[src/rtl/hex_record_uart_tx.sv]
// Serialises one record of NUM_FIELDS fixed-width fields as ASCII hex over a UART line,
// fields separated by SEP_CHAR and terminated by LF or CRLF.
module hex_record_uart_tx #(
    parameter int         CLK_DIV    = 104,
    parameter int         FIELD_W    = 256,
    parameter int         NUM_FIELDS = 2,
    parameter logic [7:0] SEP_CHAR   = 8'h3A,
    parameter bit         CRLF       = 1'b0,
    parameter int         STOP_BITS  = 1,
    parameter bit         LOWERCASE  = 1'b0
) (
    input  logic                          clk,
    input  logic                          rst_n,
    input  logic                          rec_valid,
    output logic                          rec_ready,
    input  logic [NUM_FIELDS*FIELD_W-1:0] rec_data,
    output logic                          txd,
    output logic                          busy,
    output logic [31:0]                   rec_count
);
    localparam int REC_W  = NUM_FIELDS * FIELD_W;
    localparam int DIGITS = FIELD_W / 4;
    localparam int NDIG   = NUM_FIELDS * DIGITS;
    localparam int NBODY  = NDIG + NUM_FIELDS - 1;
    localparam int NCHAR  = NBODY + 1 + (CRLF ? 1 : 0);
    localparam int CI_W   = $clog2(NCHAR + 1);
    localparam int DG_W   = $clog2(NDIG + 1);
    localparam int PS_W   = $clog2(DIGITS + 1);

    localparam logic [CI_W-1:0] TERM_IDX  = CI_W'(NBODY);
    localparam logic [CI_W-1:0] LAST_IDX  = CI_W'(NCHAR - 1);
    localparam logic [PS_W-1:0] SEP_POS   = PS_W'(DIGITS);
    localparam logic [15:0]     BAUD_LOAD = 16'(CLK_DIV - 1);
    localparam logic            STOP_LAST = (STOP_BITS == 2);

    localparam logic [1:0] S_IDLE  = 2'd0;
    localparam logic [1:0] S_START = 2'd1;
    localparam logic [1:0] S_DATA  = 2'd2;
    localparam logic [1:0] S_STOP  = 2'd3;

    logic [1:0]       state_q, state_d;
    logic [15:0]      baud_q, baud_d;
    logic [2:0]       bit_q, bit_d;
    logic             stop_q, stop_d;
    logic [CI_W-1:0]  char_idx_q, char_idx_d;
    logic [DG_W-1:0]  dig_q, dig_d;
    logic [PS_W-1:0]  pos_q, pos_d;
    logic [REC_W-1:0] rec_q, rec_d;
    logic             txd_q, txd_d;
    logic [31:0]      count_q, count_d;

    logic [3:0] nib_arr [2**DG_W];
    logic [3:0] nib_sel;
    logic [7:0] ascii_digit;
    logic [7:0] char_byte;

    // Flat nibble table, MSB nibble of field 0 first; padded so the index width is exact.
    for (genvar gi = 0; gi < 2**DG_W; gi++) begin : g_nib
        if (gi < NDIG) begin : g_live
            assign nib_arr[gi] = rec_q[REC_W-1-4*gi -: 4];
        end else begin : g_pad
            assign nib_arr[gi] = 4'h0;
        end
    end

    assign nib_sel     = nib_arr[dig_q];
    assign ascii_digit = (nib_sel < 4'd10) ? (8'h30 + {4'h0, nib_sel})
                                           : ((LOWERCASE ? 8'h57 : 8'h37) + {4'h0, nib_sel});

    always_comb begin
        char_byte = ascii_digit;
        if (char_idx_q == TERM_IDX) begin
            char_byte = CRLF ? 8'h0D : 8'h0A;
        end else if (char_idx_q > TERM_IDX) begin
            char_byte = 8'h0A;
        end else if (pos_q == SEP_POS) begin
            char_byte = SEP_CHAR;
        end
    end

    always_comb begin
        state_d    = state_q;
        baud_d     = baud_q;
        bit_d      = bit_q;
        stop_d     = stop_q;
        char_idx_d = char_idx_q;
        dig_d      = dig_q;
        pos_d      = pos_q;
        rec_d      = rec_q;
        txd_d      = txd_q;
        count_d    = count_q;
        case (state_q)
            S_IDLE: begin
                txd_d = 1'b1;
                if (rec_valid) begin
                    rec_d      = rec_data;
                    state_d    = S_START;
                    txd_d      = 1'b0;
                    baud_d     = BAUD_LOAD;
                    char_idx_d = '0;
                    dig_d      = '0;
                    pos_d      = '0;
                end
            end
            S_START: begin
                if (baud_q == 16'd0) begin
                    state_d = S_DATA;
                    bit_d   = 3'd0;
                    txd_d   = char_byte[0];
                    baud_d  = BAUD_LOAD;
                end else begin
                    baud_d = baud_q - 16'd1;
                end
            end
            S_DATA: begin
                if (baud_q == 16'd0) begin
                    baud_d = BAUD_LOAD;
                    if (bit_q == 3'd7) begin
                        state_d = S_STOP;
                        txd_d   = 1'b1;
                        stop_d  = 1'b0;
                    end else begin
                        bit_d = bit_q + 3'd1;
                        txd_d = char_byte[bit_q + 3'd1];
                    end
                end else begin
                    baud_d = baud_q - 16'd1;
                end
            end
            default: begin
                if (baud_q == 16'd0) begin
                    baud_d = BAUD_LOAD;
                    if (stop_q == STOP_LAST) begin
                        if (char_idx_q == LAST_IDX) begin
                            state_d = S_IDLE;
                            txd_d   = 1'b1;
                            count_d = count_q + 32'd1;
                        end else begin
                            // Next start bit follows the stop bit with no idle gap.
                            state_d    = S_START;
                            txd_d      = 1'b0;
                            char_idx_d = char_idx_q + CI_W'(1);
                            if (pos_q == SEP_POS) begin
                                pos_d = '0;
                            end else if (char_idx_q < TERM_IDX) begin
                                pos_d = pos_q + PS_W'(1);
                                dig_d = dig_q + DG_W'(1);
                            end
                        end
                    end else begin
                        stop_d = 1'b1;
                    end
                end else begin
                    baud_d = baud_q - 16'd1;
                end
            end
        endcase
    end

    always_ff @(posedge clk or negedge rst_n) begin
        if (!rst_n) begin
            state_q    <= S_IDLE;
            baud_q     <= '0;
            bit_q      <= '0;
            stop_q     <= 1'b0;
            char_idx_q <= '0;
            dig_q      <= '0;
            pos_q      <= '0;
            rec_q      <= '0;
            txd_q      <= 1'b1;
            count_q    <= '0;
        end else begin
            state_q    <= state_d;
            baud_q     <= baud_d;
            bit_q      <= bit_d;
            stop_q     <= stop_d;
            char_idx_q <= char_idx_d;
            dig_q      <= dig_d;
            pos_q      <= pos_d;
            rec_q      <= rec_d;
            txd_q      <= txd_d;
            count_q    <= count_d;
        end
    end

    assign rec_ready = (state_q == S_IDLE);
    assign busy      = ~rec_ready;
    assign txd       = txd_q;
    assign rec_count = count_q;

endmodule
[config.mk]
export PLATFORM = sky130hd
export DESIGN_NAME = hex_record_uart_tx
export DESIGN_NICKNAME = d
export VERILOG_FILES = /design/src/rtl/hex_record_uart_tx.sv
export SDC_FILE = /design/constraint.sdc
export NUM_CORES = 1
export LEC_CHECK = 0
export CAP_MARGIN = 20
export CORE_ASPECT_RATIO = 0.9
export CORE_MARGIN = 2
export CORE_UTILIZATION = 30
export CTS_CLUSTER_SIZE = 12
export DETAILED_ROUTE_END_ITERATION = 7
export HOLD_SLACK_MARGIN = 0.1
export PLACE_DENSITY_LB_ADDON = 0.25
export SYNTH_ARGS = -nofsm -noshare
export SYNTH_HDL_FRONTEND = slang
export SYNTH_SLANG_ARGS = --single-unit
[constraint.sdc]
create_clock -name clk -period 4.18 [get_ports clk]
set_input_delay 1.045 -clock clk [delete_from_list [all_inputs] [get_ports clk]]
set_output_delay 1.045 -clock clk [all_outputs]
set_load 0.05 [all_outputs]
# After elaboration in Yosys (flattened, before gate mapping)
# Cells that the tools add are included.
[op_classes]
n_lt_le_gt_ge = 5
reduce_logical = 18
muxes = 55
add_sub_neg = 8
bitwise = 6
eq_ne = 14
[op_table]
columns = ["op", "count"]
rows = [
  ["$mux 8", 10],
  ["$mux 7", 9],
  ["$mux 16", 3],
  ["$add 32x1->32 const B", 1],
  ["$bmux 4 s8", 1],
  ["$pmux 8 s2", 2],
  ["$add 8x1->8 const B", 2],
  ["$logic_not 16->1", 1],
  ["$ne 2x2->1 const B", 8],
  ["$sub 16x1->16 const B", 1],
  ["$add 6x4->7 const A", 2],
  ["$pmux 7 s2", 1],
  ["$mux 1", 13],
  ["$mux 2", 6],
  ["$reduce_and 4->1", 3],
  ["$reduce_and 6->1", 2],
  ["$ge 9x9->1 const B", 1],
  ["$mux 3", 3],
  ["$not 8->9", 1],
  ["$eq 8x8->1 const B", 1],
  ["$gt 8x8->1 const B", 1],
  ["$lt 8x8->1 const B", 1],
  ["$mux 4", 2],
  ["$add 7x1->7 const B", 1],
  ["other kinds (23)", 30],
]
[word_totals]
reg_bits = 590
wordCells = 116
in_bits = 515

# Logic depth before layout (Yosys ltp)
[depth]
word_depth = 14
mapped_depth = 20

# Worst setup path after synthesis
# Ideal clock, no wire load.
[synth_path]
kind = "flip-flop to flip-flop"
start = "reg dig_q[0]"
end = "reg txd_q (netlist: txd)"
path_buffers = 5
setup_slack_ns = 0.689
t_arrival_ns = 3.402
path_stages_with_launch = 20
setup_ns = 0.089
required_time_ns = 4.091
path_cell_list = "dfrtp_1 buf_6 buf_12 buf_12 buf_12 buf_12 mux2i_1 o221ai_1 a21oi_1 o31ai_1 a211oi_2 a211o_2 ha_1 inv_1 or3_1 nand4_1 o2bb2a_1 o2111ai_1 o41ai_1 a31oi_1"
[synth_via]
elab_chain_cells = 14
elab_cells_between_ends = 17
[synth_lines]
columns = ["item", "line", "source"]
rows = [
  ["start: declaration", "46", "logic [DG_W-1:0] dig_q, dig_d;"],
  ["start signal: assignment", "178", "dig_q <= dig_d;"],
  ["$not 8->9 (not written as such) (*)", "66", "assign nib_sel = nib_arr[dig_q];"],
  ["$bmux 4 s8 (*)", "66", ""],
  ["$mux 4 (not written as such) (*) (2 in a row)", "66", ""],
  ["$add 6x4->7 (tied with other cells)", "68", ": ((LOWERCASE ? 8'h57 : 8'h37) + {4'h0, nib_sel});"],
  ["$mux 7 (*)", "67", "assign ascii_digit = (nib_sel < 4'd10) ? (8'h30 + {4'h0, nib_sel})"],
  ["$mux 7 (*)", "76", "end else if (pos_q == SEP_POS) begin"],
  ["$mux 7 (*)", "74", "end else if (char_idx_q > TERM_IDX) begin"],
  ["$mux 8 (*)", "72", "if (char_idx_q == TERM_IDX) begin"],
  ["$bmux 1 s3", "124", "txd_d = char_byte[bit_q + 3'd1];"],
  ["$mux 1 (not written as such)", "124", ""],
  ["$mux 1", "118", "if (bit_q == 3'd7) begin"],
  ["$mux 1", "116", "if (baud_q == 16'd0) begin"],
  ["$pmux 1 s3 (*)", "92", "case (state_q)"],
  ["end signal: assignment", "181", "txd_q <= txd_d;"],
  ["end: declaration", "49", "logic txd_q, txd_d;"],
]
# Mark *: on every way between the ends. The rest lies on a longest branch, timed or not. The select of a mux whose other input is x is not followed.
# A chain may end at the register's enable or synchronous reset.

# Worst setup path after layout
# Ends and elaborated chain as after synthesis.

==> impl_metrics.tcl <==
set metrics [dict create \
    run_status "completed" \
    placement_rows 105 \
    cts_hold_buffers 0 \
    cts-htree-levels 3 \
    drt_first_iter_violations 1114 \
    global_route_wire_length_before_repair_um 133000 \
    postSynthCellCount 1894 \
    power.clock.fraction 0.234 \
    worstSetupStartpointType "register" \
    synth.ff_latch_count 589 \
    dp_hpwl_um 68400 \
    crit_path_end_kind "register" \
    clock_tree_skew_after_final_layout_ns 0.0261 \
    required_ns 4.70 \
    synth-warning-count 0 \
    design.die.area_um2 93800 \
    placed_cells_incl_taps 3630 \
    postRouteWirelength_um 89700 \
    boundaryPins 550 \
    initial_cell_density_of_the_core 0.302 \
    internal-power_uw 17900 \
    maxSlewHeadroom 0.289 \
    cts_sinks 589 \
    async_reset_ff_frac 1.00 \
    synth.yosys.seq_area_share 0.538 \
    maximum_number_of_pins_on_one_net_before_global_route_repair 167 \
    transition_at_the_pin_with_the_smallest_max_transition_slack_ns 1.07 \
    total_setup_buffers_inserted_after_cts 0 \
    drc_errors 0 \
    period_minus_slack_ns 4.10 \
    critical_path.n_buffers_inverters 2 \
    timing_max_transition_violations_final 0 \
    detailedRoute.firstPassIterationCount 6 \
    power.sequential.fraction 0.375 \
    clock.fmax_mhz 244 \
    place.gp.congestion 0.868 \
    hold_start "rec_count[31]$_DFFE_PN0P_" \
    port-buffer-count 549 \
    final_hold_viol_count 0 \
    synth_flop_cell "sky130_fd_sc_hd__dfrtp_1" \
    share_comb_of_total_power 0.391 \
    synth_fp_nets 2426 \
    worstHoldEndpoint "rec_count[31]$_DFFE_PN0P_" \
    min-delay-path-class "register to register" \
    synth-edff-count 0 \
    cts.reportedPaths.clkPinSlew_ns 0.06 \
    final_nets 3003 \
    die-height_um 291 \
    width_of_the_die_um 323 \
    synth.avg_cell_area_um2 14.5 \
    worst-endpoint-arrival_ns 4.63 \
    wl_per_cell_um 23.9 \
    final_std_cells_w_o_fill 3756 \
    holdPathStages 1 \
    critical_path_class "register to register" \
    post_cts_resize_count 0 \
    power_leakage_uw 0.0151 \
    netSwitchingPower_uw 8460 \
    timing.reg2reg.worst_path_depth 14 \
    syn_area_um2 27400 \
    maxCapViolations 0 \
    route.vias.total 18513 \
    layout.cells.most_common_list "584 x sky130_fd_sc_hd__dfrtp_1, 548 x sky130_fd_sc_hd__clkdlybuf4s50_1, 520 x sky130_fd_sc_hd__mux2_2, 103 x sky130_fd_sc_hd__mux4_2, 84 x sky130_fd_sc_hd__nand2_1" \
    clock_insertion_delay_worst_skew_ns 0.61 \
    final_antenna_net_count 0 \
    worstPathCellList "buf_12, mux4_2, mux4_2, a22o_1, a211oi_2, a211o_2, ha_1, inv_1, or3_1, nand4_1, o2bb2a_1, o2111ai_1, o41ai_1, a31oi_1" \
    vdd_drop_max_mv 0.303 \
    globalRouteOverflowTotal 0 \
    fill_cell_instance_count_of_the_final_layout 8448 \
    grt_setup_unrepaired "false" \
    ff2ff_setup_slack_ns 0.08 \
    path_common_cell "sky130_fd_sc_hd__mux4_2" \
    antenna_violations_before_repair 20 \
    track_usage 0.191 \
    swShare 0.321 \
    critPathMaxFanout 28 \
    cts_tree "done" \
    final_layout_size_suffix_gt1_frac 0.328 \
    cts.path.max_buffers 3 \
    slowest_delay_ns 0.57 \
    worst_path_max_delay_cell "sky130_fd_sc_hd__mux4_2" \
    synth_cell_type_count 72 \
    setup_viol 0 \
    vias_in_the_first_global_route 20227 \
    mostFrequentLayoutCell "sky130_fd_sc_hd__dfrtp_1" \
    power_density_cells_nw_per_um2 714 \
    area.growth.synth_to_final_pct 34.7 \
    regToRegStartpoint "dig_q[0]$_DFFE_PN0P_" \
    tritoncts.num_buffers 69 \
    clock-root-buffer "sky130_fd_sc_hd__clkbuf_16" \
    reg2reg_to "txd$_DFFE_PN1P_" \
    critical_path.top_delay_family "compound AO/OA/AOI/OAI gates" \
    core_region_area_um2 90900 \
    final_min_period_over_clock_period 0.982 \
    avgViaCountPerCell 4.93 \
    totalNegativeSetupSlack_ns 0 \
]
## cells in the mapped netlist (all sizes together) (7+ instances only)
cell    count  area share
nand3      35      0.0064
mux2i      41       0.015
xor2       13      0.0042
a31oi       8      0.0018
a22o       10      0.0032
nor2       57      0.0078
clkbuf     77       0.011
nand2      85       0.012
mux4      115       0.096
and3        9      0.0021
a21oi      26      0.0047
a22oi      11      0.0030
inv        22      0.0030
o21ai      30      0.0055
ha         17      0.0078
buf        38       0.013
mux2      523        0.21
o22ai      13      0.0030
nor2b      13      0.0030
dfrtp     588        0.54
nor3       17      0.0031
nand4      14      0.0032
xnor2      33       0.011
nor4        7      0.0016
## how the worst max path moves through the flow
| stage | from | to | cells after the start |
|---|---|---|---|
| after floorplan | dig_q[0]$_DFFE_PN0P_ | txd$_DFFE_PN1P_ | 19 |
| after global placement | dig_q[0]$_DFFE_PN0P_ | txd$_DFFE_PN1P_ | 14 |
| after detailed placement | dig_q[0]$_DFFE_PN0P_ | txd$_DFFE_PN1P_ | 14 |
| after CTS | dig_q[0]$_DFFE_PN0P_ | txd$_DFFE_PN1P_ | 14 |
| after global routing | dig_q[0]$_DFFE_PN0P_ | txd$_DFFE_PN1P_ | 17 |
| final | dig_q[0]$_DFFE_PN0P_ | txd$_DFFE_PN1P_ | 14 |
## cell families (layout without fill, tap and decap cells)
| logic type | Yosys count | count (layout) | share of synthesized area |
|---|---|---|---|
| AOI/OAI and AO/OA | 148 | 148 | 0.0377 |
| muxes | 679 | 679 | 0.326 |
| and+or+nand+nor | 278 | 278 | 0.0499 |
| buffers and inverters | 137 | 762 | 0.0262 |
| other | 0 | 7 | 0 |
| DFF | 589 | 589 | 0.538 |
| xor gates and xnor gates | 46 | 46 | 0.0147 |
| adders and majority gates | 17 | 17 | 0.00776 |
## through the flow
stage          worst slack [ns]  hold slack [ns]  power [µW]  area (µm²)   util
2_1_floorplan             0.689            0.461       16800       27400      -
3_3_place_gp              0.178            0.461       20100       34600  0.381
3_5_place_dp              0.139            0.476       20400       34600  0.381
4_1_cts                   0.105            0.482       26700       36900  0.406
5_1_grt                0.000325            0.506       27800       36900  0.406
6_report                 0.0754            0.475       26400       36900  0.406
## sequential cells by signal, indices dropped and copies added, names as in the netlist
name        cells
char_idx_q      8
baud_q         16
rec_q         512
bit_q           3
pos_q           7
txd             1
state_q         2
dig_q           8
rec_count      32
## per-layer routing
layer,global-route usage,part of all wire
met5,0,0.0021
met1,0.244,0.42
met4,0.0481,0.023
met2,0.322,0.50
met3,0.0479,0.061
## power groups by stage
stage               registers (µW)  clock network (µW)  logic, µW
detailed placement            9970                   0      10400
CTS                           9880                6360      10500
global placement              9940                   0      10100
finish                        9890                6160      10300
floorplan                     9260                   0       7500
global route                 10200                6580      11100
## layout make-up
type                       instances  area, µm²  area share
tap                             1230       1540      0.0417
clock buffer                      97       2040      0.0551
inverter                          22       82.6     0.00224
multi-input combinational       1168      12000       0.324
sequential                       589      14800       0.400
clock inverter                    22        275     0.00745
antenna                            7       17.5    0.000474
timing repair buffer             621       6270       0.170
(Power assumes the default switching activity.)
